**src/rtl/display_pkg.sv**
```systemverilog
// Seven-segment glyphs, FSM state type and sizing helpers shared by the
// signed display driver and its serial BCD converter.
package display_pkg;

  localparam logic [6:0] SEG_BLANK = 7'b1111111;
  localparam logic [6:0] SEG_MINUS = 7'b1111110;

  // Active-low glyphs for 0..F with bit 6 = segment a; entry n sits at index n.
  localparam logic [15:0][6:0] SEG_TABLE = {
    7'b0111000, 7'b0110000, 7'b1000010, 7'b0110001,
    7'b1100000, 7'b0001000, 7'b0000100, 7'b0000000,
    7'b0001111, 7'b0100000, 7'b0100100, 7'b1001100,
    7'b0000110, 7'b0010010, 7'b1001111, 7'b0000001
  };

  typedef enum logic [1:0] {IDLE, CONV, COMMIT} state_e;

  function automatic logic [6:0] seg_encode(input logic [3:0] nib);
    return SEG_TABLE[nib];
  endfunction

  // Decimal digits needed for the largest magnitude, 2^(bits-1).
  function automatic int dec_digits(input int bits);
    longint unsigned v;
    int              n;
    v = 64'd1 << (bits - 1);
    n = 1;
    v = v / 10;
    while (v != 0) begin
      n++;
      v = v / 10;
    end
    return n;
  endfunction

  function automatic int max3(input int a, input int b, input int c);
    int m;
    m = (a > b) ? a : b;
    return (m > c) ? m : c;
  endfunction

endpackage

```
**src/rtl/bin2bcd_serial.sv**
```systemverilog
// Serial double-dabble converter: one add-3/shift step per cycle, IN_W steps.
// done_o marks the cycle of the final shift; bcd_o is complete from the next cycle.
module bin2bcd_serial #(
  parameter int IN_W = 8,
  parameter int NDIG = 3
) (
  input  logic              clk,
  input  logic              rst_n,
  input  logic              start_i,
  input  logic [IN_W-1:0]   bin_i,
  output logic              done_o,
  output logic [4*NDIG-1:0] bcd_o
);

  localparam int CW = (IN_W > 1) ? $clog2(IN_W) : 1;

  logic [IN_W-1:0]   shreg_q, shreg_d;
  logic [4*NDIG-1:0] bcd_q, bcd_d, adj;
  logic [CW-1:0]     cnt_q, cnt_d;
  logic              active_q, active_d;
  logic              last;

  assign last = active_q && (cnt_q == CW'(IN_W - 1));

  // NOTE: every always_comb output gets a default first, so no path can infer a latch.
  always_comb begin
    adj = bcd_q;
    for (int i = 0; i < NDIG; i++) begin
      if (bcd_q[4*i +: 4] >= 4'd5) adj[4*i +: 4] = bcd_q[4*i +: 4] + 4'd3;
    end

    shreg_d  = shreg_q;
    bcd_d    = bcd_q;
    cnt_d    = cnt_q;
    active_d = active_q;
    if (start_i) begin
      shreg_d  = bin_i;
      bcd_d    = '0;
      cnt_d    = '0;
      active_d = 1'b1;
    end else if (active_q) begin
      {bcd_d, shreg_d} = {adj, shreg_q} << 1;
      cnt_d            = cnt_q + 1'b1;
      if (last) active_d = 1'b0;
    end
  end

  // NOTE: state registers use non-blocking assignments so all flops update from pre-edge values.
  always_ff @(posedge clk or negedge rst_n) begin
    if (!rst_n) begin
      shreg_q  <= '0;
      bcd_q    <= '0;
      cnt_q    <= '0;
      active_q <= 1'b0;
    end else begin
      shreg_q  <= shreg_d;
      bcd_q    <= bcd_d;
      cnt_q    <= cnt_d;
      active_q <= active_d;
    end
  end

  assign done_o = last;
  assign bcd_o  = bcd_q;

endmodule

```
**src/rtl/signed_display_driver.sv**
```systemverilog
// Signed value -> sign/magnitude -> decimal or hex digits, scanned onto a
// shared active-low segment bus with one-hot-low anode enables.
module signed_display_driver
  import display_pkg::*;
#(
  parameter int IN_W        = 8,
  parameter int DIGITS      = 4,
  parameter int REFRESH_DIV = 50000
) (
  input  logic              clk,
  input  logic              rst_n,
  input  logic [IN_W-1:0]   value_i,
  input  logic              load_i,
  input  logic              hex_mode_i,
  output logic              busy_o,
  output logic [6:0]        seg_o,
  output logic [DIGITS-1:0] an_o
);

  localparam int NDIG = dec_digits(IN_W);
  localparam int HDIG = (IN_W + 3) / 4;
  localparam int MD   = DIGITS - 1;
  localparam int WD   = max3(NDIG, HDIG, MD);
  localparam int PW   = $clog2(REFRESH_DIV);
  localparam int IW   = $clog2(DIGITS);

  state_e            state_q, state_d;
  logic              hex_q, hex_d, sign_q, sign_d;
  logic [IN_W-1:0]   mag_q, mag_d, mag_in;
  logic [4*MD-1:0]   disp_dig_q, disp_dig_d;
  logic              disp_neg_q, disp_neg_d, disp_ovf_q, disp_ovf_d;
  logic [PW-1:0]     pre_q, pre_d;
  logic [IW-1:0]     idx_q, idx_d;
  logic [6:0]        seg_q, seg_d, glyph;
  logic [DIGITS-1:0] an_q, an_d;
  logic              conv_start, conv_done, wrap, upper_nz;
  logic [4*NDIG-1:0] bcd;
  logic [4*WD-1:0]   src;
  logic [3:0]        nib;

  // Most negative input maps to 2^(IN_W-1), which still fits as unsigned.
  assign mag_in     = value_i[IN_W-1] ? (~value_i + 1'b1) : value_i;
  assign conv_start = (state_q == IDLE) && load_i && !hex_mode_i;

  bin2bcd_serial #(.IN_W(IN_W), .NDIG(NDIG)) u_bcd (
    .clk    (clk),
    .rst_n  (rst_n),
    .start_i(conv_start),
    .bin_i  (mag_in),
    .done_o (conv_done),
    .bcd_o  (bcd)
  );

  always_comb begin
    src = '0;
    if (hex_q) src[IN_W-1:0]   = mag_q;
    else       src[4*NDIG-1:0] = bcd;
  end

  always_comb begin
    state_d    = state_q;
    hex_d      = hex_q;
    sign_d     = sign_q;
    mag_d      = mag_q;
    disp_dig_d = disp_dig_q;
    disp_neg_d = disp_neg_q;
    disp_ovf_d = disp_ovf_q;
    case (state_q)
      IDLE: if (load_i) begin
        state_d = CONV;
        hex_d   = hex_mode_i;
        sign_d  = value_i[IN_W-1];
        mag_d   = mag_in;
      end
      CONV: if (hex_q || conv_done) state_d = COMMIT;
      COMMIT: begin
        disp_dig_d = src[4*MD-1:0];
        disp_neg_d = sign_q;
        disp_ovf_d = |(src >> (4*MD));
        state_d    = IDLE;
      end
      default: state_d = IDLE;
    endcase
  end

  // Glyph for the digit being scanned in, taken from next-state display values
  // so a commit on a wrap edge is shown immediately.
  always_comb begin
    nib      = 4'd0;
    upper_nz = 1'b0;
    for (int i = 0; i < MD; i++) begin
      if (idx_q == IW'(i)) begin
        nib      = disp_dig_d[4*i +: 4];
        upper_nz = |(disp_dig_d >> (4*i));
      end
    end
    if (disp_ovf_d)                   glyph = SEG_MINUS;
    else if (idx_q == IW'(DIGITS-1))  glyph = disp_neg_d ? SEG_MINUS : SEG_BLANK;
    else if (idx_q == '0 || upper_nz) glyph = seg_encode(nib);
    else                              glyph = SEG_BLANK;
  end

  always_comb begin
    wrap  = (pre_q == PW'(REFRESH_DIV - 1));
    pre_d = wrap ? '0 : pre_q + 1'b1;
    idx_d = idx_q;
    seg_d = seg_q;
    an_d  = an_q;
    if (wrap) begin
      idx_d = (idx_q == IW'(DIGITS - 1)) ? '0 : idx_q + 1'b1;
      seg_d = glyph;
      an_d  = ~(DIGITS'(1) << idx_q);
    end
  end

  // NOTE: display registers are reset explicitly so power-up shows "0", not garbage.
  always_ff @(posedge clk or negedge rst_n) begin
    if (!rst_n) begin
      state_q    <= IDLE;
      hex_q      <= 1'b0;
      sign_q     <= 1'b0;
      mag_q      <= '0;
      disp_dig_q <= '0;
      disp_neg_q <= 1'b0;
      disp_ovf_q <= 1'b0;
      pre_q      <= '0;
      idx_q      <= '0;
      seg_q      <= SEG_BLANK;
      an_q       <= '1;
    end else begin
      state_q    <= state_d;
      hex_q      <= hex_d;
      sign_q     <= sign_d;
      mag_q      <= mag_d;
      disp_dig_q <= disp_dig_d;
      disp_neg_q <= disp_neg_d;
      disp_ovf_q <= disp_ovf_d;
      pre_q      <= pre_d;
      idx_q      <= idx_d;
      seg_q      <= seg_d;
      an_q       <= an_d;
    end
  end

  assign busy_o = (state_q != IDLE);
  assign seg_o  = seg_q;
  assign an_o   = an_q;

endmodule

```
**config.mk**
```make
export PLATFORM = sky130hd
export DESIGN_NAME = signed_display_driver
export DESIGN_NICKNAME = d
export VERILOG_FILES = /design/src/rtl/display_pkg.sv /design/src/rtl/bin2bcd_serial.sv /design/src/rtl/signed_display_driver.sv
export SDC_FILE = /design/constraint.sdc
export NUM_CORES = 1
export LEC_CHECK = 0
export CORE_ASPECT_RATIO = 1.1
export CORE_MARGIN = 2
export CORE_UTILIZATION = 55
export DETAILED_ROUTE_END_ITERATION = 8
export PLACE_DENSITY_LB_ADDON = 0.05
export SETUP_SLACK_MARGIN = 0.1
export SYNTH_ARGS = -nofsm -noshare
export SYNTH_HDL_FRONTEND = slang
export SYNTH_SLANG_ARGS = --single-unit
```
**constraint.sdc**
```tcl
create_clock -name clk -period 3.72 [get_ports clk]
set_input_delay 0.558 -clock clk [delete_from_list [all_inputs] [get_ports clk]]
set_output_delay 0.558 -clock clk [all_outputs]
set_load 0.01 [all_outputs]
```
-- After elaboration in Yosys (flattened, before gate mapping)
Memory sizes are Yosys's and may differ from the RTL's.
Cells that the tools add are included.
- memories: 1
- bits in read-only memories: 112
- output and inout port bits: 12
- bits in registers: 79
- input port bits: 12
- memories (memory ; depth ; bits a word ; rd ports ; clocked after memory_dff ; write ports ; line ; text):
    (name not given) ; 16 ; 7 ; 1 ; 0 ; 0 ; display_pkg.sv:19 ; return SEG_TABLE[nib];
- shift operators: 1
- bitwise operators: 2
- add/sub/neg operators: 7
- order comparisons: 4
- eq/ne operators: 9
- muxes and demuxes: 34
- reductions and logical operators: 15
- operators with widths (kind ; number):
    $mux 12 ; 3
    $mux 8 ; 4
    $mux 7 ; 4
    $mux 4 ; 6
    $add 16x1->16 const B ; 1
    $eq 16x16->1 const B ; 1
    $mux 16 ; 1
    $ge 4x3->1 const B ; 3
    $reduce_or 12->1 ; 1
    $mux 1 ; 9
    $mux 3 ; 3
    $add 4x2->4 const B ; 2
    $add 8x1->8 const B ; 1
    $not 8->8 ; 1
    $reduce_or 8->1 ; 1
    $eq 2x2->1 const B ; 3
    $mux 2 ; 3
    $lt 4x5->1 const B ; 1
    $eq 2x1->1 const B ; 2
    $logic_not 2->1 ; 2
    $ne 2x2->1 const B ; 2
    $not 4->4 ; 1
    $pmux 2 s2 ; 1
    $reduce_and 2->1 ; 2
    other kinds (10) ; 14

-- Logic depth before layout (Yosys ltp)
Gate-level depths: netlist of the first run.
- depth in word-level cells: 10
- gate-level depth with buffers: 13
- depth with buffers taken out: 12

-- By module
A second synthesis of the first run with hierarchy kept.
- cell total of the unflattened synthesis: 446
- area, all modules: 4375.4 um2
- by module, submodules not included (module ; area an instance (um2) ; cells an instance ; sequential area each (um2) ; times used):
    signed_display_driver ; 2996.6 ; 307 ; 1390.1 ; 1
    bin2bcd_serial ; 1378.8 ; 139 ; 600.6 ; 1

-- Least setup slack after synthesis of the first run
OpenSTA, ideal clock, no wires.
- path type: flip-flop to flip-flop
- from: register idx_q[0]
- to: register seg_q[3] (netlist: seg_o[3])
- stages on the path, launching flop included: 14
- arrival time: 2537 ps
- period minus slack after synthesis: 2614 ps
- setup slack: 1106 ps
- path through: dfrtp_1 inv_1 ha_1 buf_1 inv_1 o311ai_0 o21ai_0 inv_1 ha_1 inv_1 or3_2 o211ai_1 o21ai_1 a31oi_1
- cells in the longest elaborated chain, start to end: 9
- RTL lines (item ; line ; text):
    from (decl) ; signed_display_driver.sv:33 ; logic [IW-1:0] idx_q, idx_d;
    from (signal assigned) ; signed_display_driver.sv:139 ; idx_q <= idx_d;
    $logic_not 2->1 ; signed_display_driver.sv:92, signed_display_driver.sv:99 ;
    $mux 4 (3 in series) ; signed_display_driver.sv:92 ; if (idx_q == IW'(i)) begin
    $mem_v2 16x7 ; - ;
    $mux 7 (implied by the code) ; display_pkg.sv:19 ;
    $mux 7 ; signed_display_driver.sv:99 ; else if (idx_q == '0 || upper_nz) glyph = seg_encode(nib);
    $mux 7 (*) ; signed_display_driver.sv:98 ; else if (idx_q == IW'(DIGITS-1)) glyph = disp_neg_d ? SEG_MINUS : SEG_BLANK;
    $mux 7 (*) ; signed_display_driver.sv:97 ; if (disp_ovf_d) glyph = SEG_MINUS;
    to (signal assigned) ; signed_display_driver.sv:140 ; seg_q <= seg_d;
    to (decl) ; signed_display_driver.sv:34 ; logic [6:0] seg_q, seg_d, glyph;
Mark *: on every way between the ends. The rest lies on a longest branch, timed or not. The select of a mux whose other input is x is not followed.
A chain may end at the register's enable or synchronous reset.

-- Final worst setup path of the first run
- from: register hex_q
- to: register seg_q[3] (netlist: seg_o[3])
- cells in the longest elaborated chain, start to end: 10
- RTL lines (item ; line ; text):
    from (decl) ; signed_display_driver.sv:28 ; logic hex_q, hex_d, sign_q, sign_d;
    from (signal assigned) ; signed_display_driver.sv:120 ; hex_q <= 1'b0;
    from (signal assigned) ; signed_display_driver.sv:132 ; hex_q <= hex_d;
    $mux 8 / $mux 4 (equally long branches) ; signed_display_driver.sv:56 ; if (hex_q) src[IN_W-1:0] = mag_q;
    $mux 12 (*) ; signed_display_driver.sv:68 ; case (state_q)
    $mux 4 / $reduce_or 12->1 (equally long branches) ; signed_display_driver.sv:92, signed_display_driver.sv:94 ;
    $mux 4 / $mux 1 (equally long branches) (2 in series) ; signed_display_driver.sv:92 ;
    $mem_v2 16x7 / $mux 1 (equally long branches) ; - ;
    $mux 7 (implied by the code) / $logic_or 1x1->1 (equally long branches) ; display_pkg.sv:19, signed_display_driver.sv:99 ;
    $mux 7 (*) ; signed_display_driver.sv:99 ;
    $mux 7 (*) ; signed_display_driver.sv:98 ;
    $mux 7 (*) ; signed_display_driver.sv:97 ;
Marks and branches as above.

==> impl_metrics.ini, run 1 <==
[run_status]
outcome = finished clean

[synth]
yosysTopAreaCell = dfrtp_1
yosysUniqueCellTypes = 57
synthCells = 423
postSynthAreaPerCell_um2 = 10.03
syn_area_um2 = 4242
synthTopCellsByArea = dfrtp_1 (40%), dfstp_2 (6.8%), ha_1 (5.9%)
ys_warn_count = 0
synthFlopType = dfrtp_1
ys_seq_elements = 79
syn-num-nets = 455
seq_area_frac_synth = 0.4693
synth.top_cell.area_share = 0.4012
synth-async-reset-ratio = 1.000
synth_edf_count = 0

[drt]
avgRoutedWirePerCell_um = 15.00
postRouteAntennaNets = 0
routed_via_density = 5.435
num_vias = 3000
drt_wl_total_um = 8282
drcViolationCount = 0
drt_first_iter_violations = 138
drt-pass1-iter-count = 4

[setup_path]
critPathArrivalTime_ns = 3.36
r2r-start = hex_q$_DFFE_PN0P_
critPathLaunchType = flip-flop
worstPathRequired_ns = 4.01
worstRegToRegCells = 12
cp_max_fo = 14
endpoint_kind = flip-flop
path_class = reg -> reg
worstSetupStartpoint = hex_q$_DFFE_PN0P_

[final_layout]
final_cells = 552
syn_to_final_growth_pct = 11.39
final_cell_mix = dfrtp_1 (68), nand2_1 (49), nor2_1 (32), o21ai_0 (27)
fin_nets = 474
final_area_um2 = 4725
layout_commonest_cell = dfrtp_1
antenna_cells = 0
final_layout_size_suffix_gt1_frac = 0.1298

[clocking]
cts_hold_buf = 0
clk_pin_slew_ns = 0.09
root_buffer = clkbuf_8
cts_buffer_depth = 2
cts_num_sinks = 79
cts_setup_buffers = 0
ctsResizeCount = 0
cts_tree = done
clkLatencyLatePin_ns = 0.37
numCtsBuffers = 9
cts-htree-levels = 3

[grt]
grt_max_degree = 80
grt_usage = 0.2208
grt_antenna_before_repair = 0
grt-ovfl-total = 0
grt_pass1_vias = 2926
grt_pass1_wl_um = 14280

[sta]
max_freq_mhz = 325.5
worst_slack_ns = 0.6480
final.setup.tns_ns = 0
rsz0062_at_grt = no
min_period_ns = 3.072
slew_headroom = 0.3386
clock_skew_ns = 0.01160
finalSetupViolCount = 0
hold-worst-slack_ns = 0.3385
min_period_over_period = 0.8258
hold_violations = 0
drv_slew = 0
worst_slew_pin_slew_ns = 0.9921

[floorplan]
start_util = 0.5676
num_rows = 33
die_h_um = 96.11
fp.dieW_um = 87.73
core_um2 = 7473
ioPinCount = 24
dieArea_um2 = 8431

[min_path]
min_path_type = in -> async

[power_and_ir_drop]
vdd_drop_max_uv = 358.3
power.density_nw_per_um2 = 692.5
leakage_nw = 2.087

[placed_design]
place_ws_ns = 0.7047
gp_congestion = 0.8819
port_buffers = 23
numPlacedInstances = 536
hpwl_um = 5715
detailed_place.area_um2 = 4534

[job]
drv_cap = 0
==> worst paths after layout <==
check | slack (ns) | endpoint
max | 0.65 | seg_o[3]$_DFFE_PN1N_
min | 0.34 | u_bcd.cnt_q[1]$_DFFE_PN0P_
max reg2reg | 0.65 | seg_o[3]$_DFFE_PN1N_
min reg2reg | 0.47 | seg_o[4]$_DFFE_PN1N_
max in group asynchronous | 2.73 | pre_q[5]$_DFF_PN0_
min in group clk | 0.47 | seg_o[4]$_DFFE_PN1N_
==> through the flow <==
stage	utilization	total power [mW]
after global routing	0.6322	3.544
after floorplan	-	2.373
after detailed placement	0.6067	2.655
after CTS	0.6322	3.291
final	0.6322	3.272
after global placement	0.6067	2.603
==> report_power, final <==
part           internal [mW]  switching, mW  leakage (nW)
Combinational          0.627          0.703          1.02
Sequential              1.10          0.209         0.981
Clock                  0.310          0.324        0.0895
Total                   2.04           1.24          2.09
==> kinds of logic (layout without fill, tap and decap cells) <==
family / Yosys count / in the layout / synth area share
AO/OA/AOI/OAI: 86 / 86 / 0.1342
adder cells (fa/ha/maj): 20 / 20 / 0.05900
AND/OR/NAND/NOR: 143 / 143 / 0.1649
XOR/XNOR: 21 / 21 / 0.04336
flip-flops: 79 / 79 / 0.4693
buffers and inverters: 41 / 65 / 0.04277
multiplexers: 33 / 33 / 0.08643
==> layer usage <==
layer | global-route usage | vias to the layer above | share of wire
li1 | - | 1498 | -
met1 | 0.3276 | 1460 | 0.53
met2 | 0.3188 | 28 | 0.43
met3 | 0.04202 | 14 | 0.025
met4 | 0.08590 | 0 | 0.018
met5 | 0 | - | 0
==> registers in the layout (all words and copies together), names as in the netlist <==
register,cells
pre_q,16
disp_dig_q,12
u_bcd.bcd_o,12
mag_q,8
u_bcd.shreg_q,8
seg_o,7
an_o,4
u_bcd.cnt_q,3
idx_q,2
state_q,2
disp_neg_q,1
disp_ovf_q,1
hex_q,1
sign_q,1
u_bcd.active_q,1
==> Yosys cell counts, drive strengths merged, types with 3 or more instances <==
master	number
dfstp	11
or3	5
nand3	10
mux2i	16
mux2	17
and2	5
xnor2	10
ha	20
nor3	5
a221oi	3
nand4	3
nand2b	4
a21oi	23
clkbuf	12
buf	7
nor2b	12
o21ai	31
dfrtp	68
nor2	34
inv	22
nor3b	5
o21a	5
a211oi	10
nand2	49
xor2	11
==> critical path, cell delays in order (launching register included) <==
cell	delay, ns
dfrtp_1	0.69
mux2i_1	0.14
nor2_1	0.13
a21oi_1	0.07
o311ai_0	0.26
o21ai_0	0.38
inv_1	0.22
ha_1	0.21
inv_1	0.06
or3_2	0.47
o211ai_1	0.09
o21ai_1	0.08
a31oi_1	0.19
==> area by class of cell <==
class                           instances  area, µm²
Tap cell                              105      131.4
Clock buffer                           11      131.4
Timing Repair Buffer                   27      257.7
Clock inverter                          5      58.81
Sequential cell                        79       1991
Fill cell                             662       2749
Inverter                               22      82.58
Multi-Input combinational cell        303       2072
No activity file was read; power rests on OpenSTA's default activity.
==> inputs of run 2 (changes only) <==
CORE_UTILIZATION = 54   (was 55)
clock period = 2.8 ns   (was 3.72 ns; I/O delays follow)
==> impl_metrics.ini, run 2 (same netlist as run 1, synthesis figures left out) <==
[run_status]
outcome = finished clean

[clocking]
cts-htree-levels = 3
cts_num_sinks = 79
numCtsBuffers = 9
root_buffer = clkbuf_8
cts_buffer_depth = 2
cts_tree = done
cts_hold_buf = 0
clkLatencyLatePin_ns = 0.36
clk_pin_slew_ns = 0.08

[setup_path]
path_cells = mux2_2 -> mux2_2 -> a22oi_1 -> o21ai_2 -> inv_1 -> ha_1 -> o21ba_2 -> mux2i_1 -> o311ai_1 -> mux2_2
worstPathRequired_ns = 3.08
endpoint_kind = flip-flop
critical_path.max_stage_delay_ns = 0.47
r2r-start = hex_q$_DFFE_PN0P_
worstRegToRegCells = 10
critPathArrivalTime_ns = 2.89
r2r_end = seg_o[2]$_DFFE_PN1N_
crit_slowest_cell = dfrtp_1
path_class = reg -> reg
cp_common_cell = mux2_2
cp_max_fo = 6
regToRegSetupSlack_ns = 0.20
critPathLaunchType = flip-flop

[sta]
hold_violations = 0
min_period_ns = 2.602
hold-worst-slack_ns = 0.05849
slew_headroom = 0.5798
rsz0062_at_grt = yes
min_period_over_period = 0.9293
worst_slew_pin_slew_ns = 0.6304
drv_slew = 0
finalSetupViolCount = 0
final.setup.tns_ns = 0
max_freq_mhz = 384.3
clock_skew_ns = 0.01088

[drt]
routed_via_density = 5.495
drt_wl_total_um = 8547
drt-pass1-iter-count = 5
avgRoutedWirePerCell_um = 14.99
num_vias = 3132
postRouteAntennaNets = 0
drcViolationCount = 0
drt_first_iter_violations = 130

[final_layout]
final_cell_mix = dfrtp_1 (67), nand2_1 (49), nor2_1 (32), o21ai_0 (26), buf_4 (23)
final_core_util = 0.6468
syn_to_final_growth_pct = 15.22
final_layout_size_suffix_gt1_frac = 0.1785
antenna_cells = 0
fin_nets = 492
regMostFlops = pre_q
largest_reg_flops = 16
fillCellCount = 659
layout_commonest_cell = dfrtp_1
final_cells = 570

[power_and_ir_drop]
power.density_nw_per_um2 = 920.8
leakage_nw = 2.190
vdd_drop_max_uv = 489.1

[floorplan]
core_um2 = 7556
fp.dieW_um = 88.50
dieArea_um2 = 8580
start_util = 0.5614
num_rows = 33
die_h_um = 96.95
ioPinCount = 24

[job]
drv_cap = 0

[grt]
grt_pass1_wl_um = 14750
grt_antenna_before_repair = 0
grt_usage = 0.2162
grt_max_degree = 48
grt_pass1_vias = 3132
grt-ovfl-total = 0

[placed_design]
numPlacedInstances = 550
port_buffers = 23
hpwl_um = 6153
gp_congestion = 0.8435

[min_path]
min_path_type = in -> async
[run 2: cell types whose count changed in the layout (fill, tap and decap cells not counted), sizes merged]
cell and delta:
clkinv +1, clkbuf -1, buf +18
[run 2: cell type report]
class / instances / area [µm²] / share of cell area
tap: 105 / 131.4 / 0.02688
multi-input combinational: 303 / 2091 / 0.4278
clock inverter: 6 / 60.06 / 0.01229
timing repair buffer: 45 / 392.9 / 0.08039
sequential: 79 / 1992 / 0.4076
clock buffer: 10 / 137.6 / 0.02816
inverter: 22 / 82.58 / 0.01690
[run 2: how the worst max path moves through the flow]
stage / from / cells after the start / slack [ns] / end
final: hex_q$_DFFE_PN0P_ / 10 / 0.20 / seg_o[2]$_DFFE_PN1N_
after global routing: idx_q[1]$_DFFE_PN0N_ / 12 / 0.05 / seg_o[3]$_DFFE_PN1N_
after CTS: idx_q[0]$_DFFE_PN0N_ / 11 / 0.10 / seg_o[3]$_DFFE_PN1N_
after detailed placement: idx_q[0]$_DFFE_PN0N_ / 12 / 0.09 / seg_o[3]$_DFFE_PN1N_
after global placement: idx_q[0]$_DFFE_PN0N_ / 12 / 0.20 / seg_o[3]$_DFFE_PN1N_
after floorplan: idx_q[0]$_DFFE_PN0N_ / 13 / 0.19 / seg_o[3]$_DFFE_PN1N_
[run 2: repair_timing]
item / 4_1_cts / 5_1_grt
setup buffers: 0 / 4
endpoints found under the setup margin: 1 / 5
hold endpoints to repair: 0 / 0
resized for setup: 1 / 7
pin swaps: 0 / 0
[run 2: routing by layer]
metal  track usage  up-vias  share of wire
li1              -     1535              -
met1        0.3192     1542           0.49
met2        0.3279       45           0.46
met3       0.02901       10          0.033
met4       0.06993        0         0.0096
met5             0        -              0
[run 2: through the flow]
stage / power, mW / worst slack (ns) / area, µm²
floorplan: 3.153 / 0.1859 / 4242
global placement: 3.535 / 0.1985 / 4639
detailed placement: 3.599 / 0.09406 / 4639
CTS: 4.466 / 0.1003 / 4837
global route: 4.873 / 0.04944 / 4887
finish: 4.500 / 0.1979 / 4887
[run 2: power breakdown]
| part | switching, mW | leakage [nW] | internal [mW] | total, mW |
|---|---|---|---|---|
| clock | 0.418 | 0.0981 | 0.431 | 0.849 |
| sequential | 0.262 | 0.979 | 1.46 | 1.72 |
| combinational | 0.995 | 1.11 | 0.933 | 1.93 |
[run 2: worst max-delay path, delay by kind of cell, from the launching register on]
kind                     cells  cell delay (ns)
buffers and inverters        1             0.17
AO/OA/AOI/OAI                4             0.63
multiplexers                 4             1.09
flip-flops                   1             0.47
adder cells (fa/ha/maj)      1             0.17
